## config.mk

```make
export PLATFORM = sky130hd
export DESIGN_NAME = sb_fifo
export DESIGN_NICKNAME = d
export VERILOG_FILES = /design/src/rtl/sb_fifo.sv
export SDC_FILE = /design/constraint.sdc
export NUM_CORES = 1
export LEC_CHECK = 0
export ABC_AREA = 0
export BUFFER_PORTS_ARGS = -buffer_cell sky130_fd_sc_hd__buf_2
export CORE_MARGIN = 4
export CORE_UTILIZATION = 60
export CTS_BUF_LIST = sky130_fd_sc_hd__clkbuf_16
export CTS_CLUSTER_DIAMETER = 40
export CTS_CLUSTER_SIZE = 12
export DETAILED_ROUTE_END_ITERATION = 8
export PLACE_DENSITY = 0.78
export REMOVE_ABC_BUFFERS = 1
export SYNTH_ARGS = -nofsm -noshare
export SYNTH_HDL_FRONTEND = slang
export SYNTH_SLANG_ARGS = --single-unit
export TNS_END_PERCENT = 20
```

## constraint.sdc

```tcl
create_clock -name clk -period 6.2 [get_ports clk]
set_input_delay 0.31 -clock clk [delete_from_list [all_inputs] [get_ports clk]]
set_output_delay 0.31 -clock clk [all_outputs]
set_load 0.01 [all_outputs]
```

## src/rtl/sb_fifo.sv

```systemverilog
`default_nettype none
// ============================================================================
//  Module      : sb_fifo
//  Description : Synchronous in-order FIFO holding expected words. Pointers
//                carry an extra wrap bit to tell full from empty.
//  Revision    : 1.0 - initial release
// ============================================================================
module sb_fifo #(
    parameter int WIDTH = 32,
    parameter int DEPTH = 16
) (
    input  logic                     clk,
    input  logic                     rst_n,
    input  logic                     i_push,
    input  logic [WIDTH-1:0]         i_data,
    input  logic                     i_pop,
    output logic [WIDTH-1:0]         o_head,
    output logic                     o_full,
    output logic                     o_empty,
    output logic [$clog2(DEPTH):0]   o_level
);

    localparam int c_AW = $clog2(DEPTH);

    logic [WIDTH-1:0] r_mem [DEPTH];
    logic [c_AW:0]    r_wr_ptr;
    logic [c_AW:0]    r_rd_ptr;
    logic             w_full;
    logic             w_empty;
    logic             w_do_push;
    logic             w_do_pop;

    assign w_empty   = (r_wr_ptr == r_rd_ptr);
    assign w_full    = (r_wr_ptr[c_AW] != r_rd_ptr[c_AW]) &&
                       (r_wr_ptr[c_AW-1:0] == r_rd_ptr[c_AW-1:0]);
    assign w_do_push = i_push && !w_full;
    assign w_do_pop  = i_pop && !w_empty;

    // Pointer update; both wrap naturally modulo 2*DEPTH
    always_ff @(posedge clk or negedge rst_n) begin
        if (!rst_n) begin
            r_wr_ptr <= '0;
            r_rd_ptr <= '0;
        end else begin
            if (w_do_push) r_wr_ptr <= r_wr_ptr + 1'b1;
            if (w_do_pop)  r_rd_ptr <= r_rd_ptr + 1'b1;
        end
    end

    // Storage array; contents need no reset since pointers define validity
    always_ff @(posedge clk) begin
        if (w_do_push) r_mem[r_wr_ptr[c_AW-1:0]] <= i_data;
    end

    assign o_head  = r_mem[r_rd_ptr[c_AW-1:0]];
    assign o_full  = w_full;
    assign o_empty = w_empty;
    assign o_level = r_wr_ptr - r_rd_ptr;

endmodule : sb_fifo
`default_nettype wire

```

==> parameters.txt <==
Parameter                              Value

Finish
  P&R area growth vs syn    11.89%
  # diodes    0
  Non-filler cells in the finished layout    between 1,500 and 2,000
  Most frequent standard cell in the layout excluding fill and tap cells    edfxtp_1
  End-of-flow core utilization    about two thirds
  Multi-input logic area    around 0.0044 sq mm
  Net count of the finished layout    around 1,100
  Fraction of layout cells with a size suffix above 1    between 20% and 30%
  Leading cell types in the layout, fill and taps excluded    edfxtp_1, mux2i_1, mux4_2
  Cell area after layout    ~0.023 sq mm
  Final-layout fill cell count    between 2,000 and 2,500
  Sequential cell area in the final layout    approximately 0.016 sq mm

Placement
  Area after detailed placement    between 0.02 and 0.025 sq mm
  HPWL after DPL    around 21,000 microns
  Placed instance count    around 1,400
  Routability congestion estimate from global placement    0.7837
  Worst slack, placed    2.651 ns
  Buffers added on ports    74

Die
  Starting density of the core    between 60% and 70%
  Die area    about 0.037 sq mm
  Row count    between 60 and 70
  I/O pins    75
  Core area    0.03345 sq mm
  Die Y-Extent    around 190 microns
  Die extent in x    about 190 microns

Worst setup path
  Type of element capturing the critical path    output pin
  Maximum fanout along the worst path    35
  Critical path start-end classification    flop to output pin
  Reg-to-reg endpoint    r_mem[12][31]
  CP required    a little under 6 ns
  Type of origin of the critical path    flop
  Reg2Reg Launch Point    r_rd_ptr[3]
  R2R setup slack    approximately 2.6 ns
  Arrival time reported for the critical path endpoint    between 3 and 4 ns
  Number of cell instances on the worst register-to-register path    6
  Start point of the critical path    r_rd_ptr[0]

Run
  Max-cap violations    0

Routing
  Final routed wirelength across all metal layers    between 30,000 and 40,000 microns
  Number of design rule violations left after detail routing    0
  First-pass DRT Iterations    8
  Final routed wire length divided by cell count    around 27 microns
  Number of DRC markers in iteration 0    ~960
  DR vias    approximately 9,600
  Average via count per standard cell    about 6.3
  Post-route antenna net violation count    0

Worst hold path
  Tightest Hold Check Type    primary input to flop
  Worst Hold Path EP    r_mem[10][1]
  Number of cells on the worst hold path    1
  Launch instance of the worst min-delay path    i_data[1]

Yosys
  Flops & latches, synth    about 520
  Share of flip-flops with an asynchronous set or reset after synthesis    1.916%
  Post-synthesis sequential area ratio    approximately three quarters
  Post-synthesis instance area    0.02031 sq mm
  Top cells by area, synth    edfxtp_1, mux4_2, mux2i_1
  Average cell area after synthesis    between 20 and 25 sq um
  Number of enable-type register cells in the synthesized netlist    512
  Synthesized instance count    ~940
  Largest area contributor in the synthesized netlist    edfxtp_1
  Primary FF master, synth    edfxtp_1
  Yosys warnings    0
  Netlist cell types    35
  Portion of synthesized cell area occupied by the leading cell type    between 70% and 80%

Global route
  Global-route usage over all layers    approximately 22%
  Pin count of the biggest net entering global routing    between 60 and 70
  Vias in the first global route    9,956
  Global-route wire length before repair    between 60,000 and 70,000 microns
  Antenna violations before repair    1
  Grt total ovfl    0

Clock network
  TritonCTS clock tree    built
  TritonCTS Buffers    55
  Clock edge transition at the registers on the reported setup and hold paths    approximately 0.060 ns
  Clock Path Buffers    3
  Quantity of gates resized following cts    0
  Clock Root Buffer    clkbuf_16
  H-tree lvl count    2
  Worst-Skew Late Latency    0.56 ns
  Number of sinks on the clock net    roughly 520

Power and ir drop
  Peak VDD IR    about 320 uV
  Total Power    10.57 mW
  Power per standard cell area    ~470 mW/mm^2
  Static leakage    about 7.5 nW

Timing
  Setup violators final    0
  Post-route worst setup slack    about 2.4 ns
  Final worst path period share    60.89%
  Fmax    approximately 260 MHz
  Tightest Pin Transition    1.152 ns
  Final worst hold slack    between 0.1 and 0.15 ns
  Setup clock skew after layout    approximately 0.018 ns
  Max-slew violations    0
  Worst slew slack as a fraction of its limit    approximately 23%
  Accumulated negative setup slack    0 ns
  Setup repair after global routing missed its margin    false
  Shortest clock period the worst path allows after layout    around 3.8 ns
  Number of hold violations in the final report    0

Run status
  Status    completed
[power breakdown]
part	switching [mW]	internal, mW	total, mW
sequential	0.295	4.27	4.56
clock	1.25	1.68	2.93
combinational	1.73	1.35	3.08
[final cells by class]
cell class | count | share of cell area (%)
sequential | 522 | 68.81
multi-input combinational | 352 | 19.34
clock buffer | 55 | 6.058
tap | 448 | 2.467
timing repair buffer | 90 | 2.170
clock inverter | 28 | 0.9582
inverter | 12 | 0.1982
[worst max-delay path by stage]
stage                          endpoint  slack [ns]  cells past startpoint
final                        o_head[19]        2.42                      6
after global routing          o_head[7]        2.18                      6
after CTS                    o_head[19]        2.38                      6
after detailed placement  r_mem[13][13]        2.65                      6
after global placement    r_mem[13][13]        2.75                      6
after floorplan             r_mem[0][0]       -2.76                      5
[metal layers]
layer	GRT usage, %	up-vias	wire (microns)
met5	0	-	13
met4	5.829	2	883
met3	3.635	73	2443
met2	37.30	374	20590
met1	30.87	4977	16060
li1	-	4129	-
[cell usage after synthesis, types with 2 or more instances]
cell type	count
nand4_1	4
mux2i_1	96
mux4_1	9
edfxtp_1	512
o21ai_1	33
a22oi_1	32
a32oi_1	32
xor2_1	2
a21o_1	2
nor4_1	4
dfrtp_1	10
and2_1	6
buf_4	3
buf_12	4
inv_1	11
nor2_1	6
buf_2	29
ha_1	9
mux4_2	87
clkbuf_1	15
a21oi_1	2
xnor2_1	9
nand2_1	4
and3_1	4
o21ai_0	2
nand3_1	2
[worst max-delay path, stage by stage (launching register included)]
cell,delay (ns)
dfrtp_4,0.70
buf_4,0.42
nor2b_4,0.85
a22oi_1,0.29
a32oi_1,0.27
o21ai_1,0.15
buf_2,0.18
[logic make-up (layout without fill, tap and decap cells)]
family	after synthesis	in the layout	share of synthesized area, %
flops	522	522	76.95
mux	192	192	15.55
fa+ha+maj	10	10	0.6532
compound gates	105	105	3.623
xor+xnor	12	12	0.5546
buf+inv	64	185	1.775
simple gates	33	33	0.8996
[what timing repair did]
item | in CTS | in global routing
buffers inserted | 0 | 0
endpoints found under the hold margin | 10 | 0
hold buffers | 1 | 0
setup endpoints to repair | 0 | 0
[sequential cells by signal, indices dropped and copies added (netlist names)]
| register | count |
|---|---|
| r_rd_ptr | 5 |
| r_wr_ptr | 5 |
| r_mem | 512 |
Power figures use the tool's default switching activity.
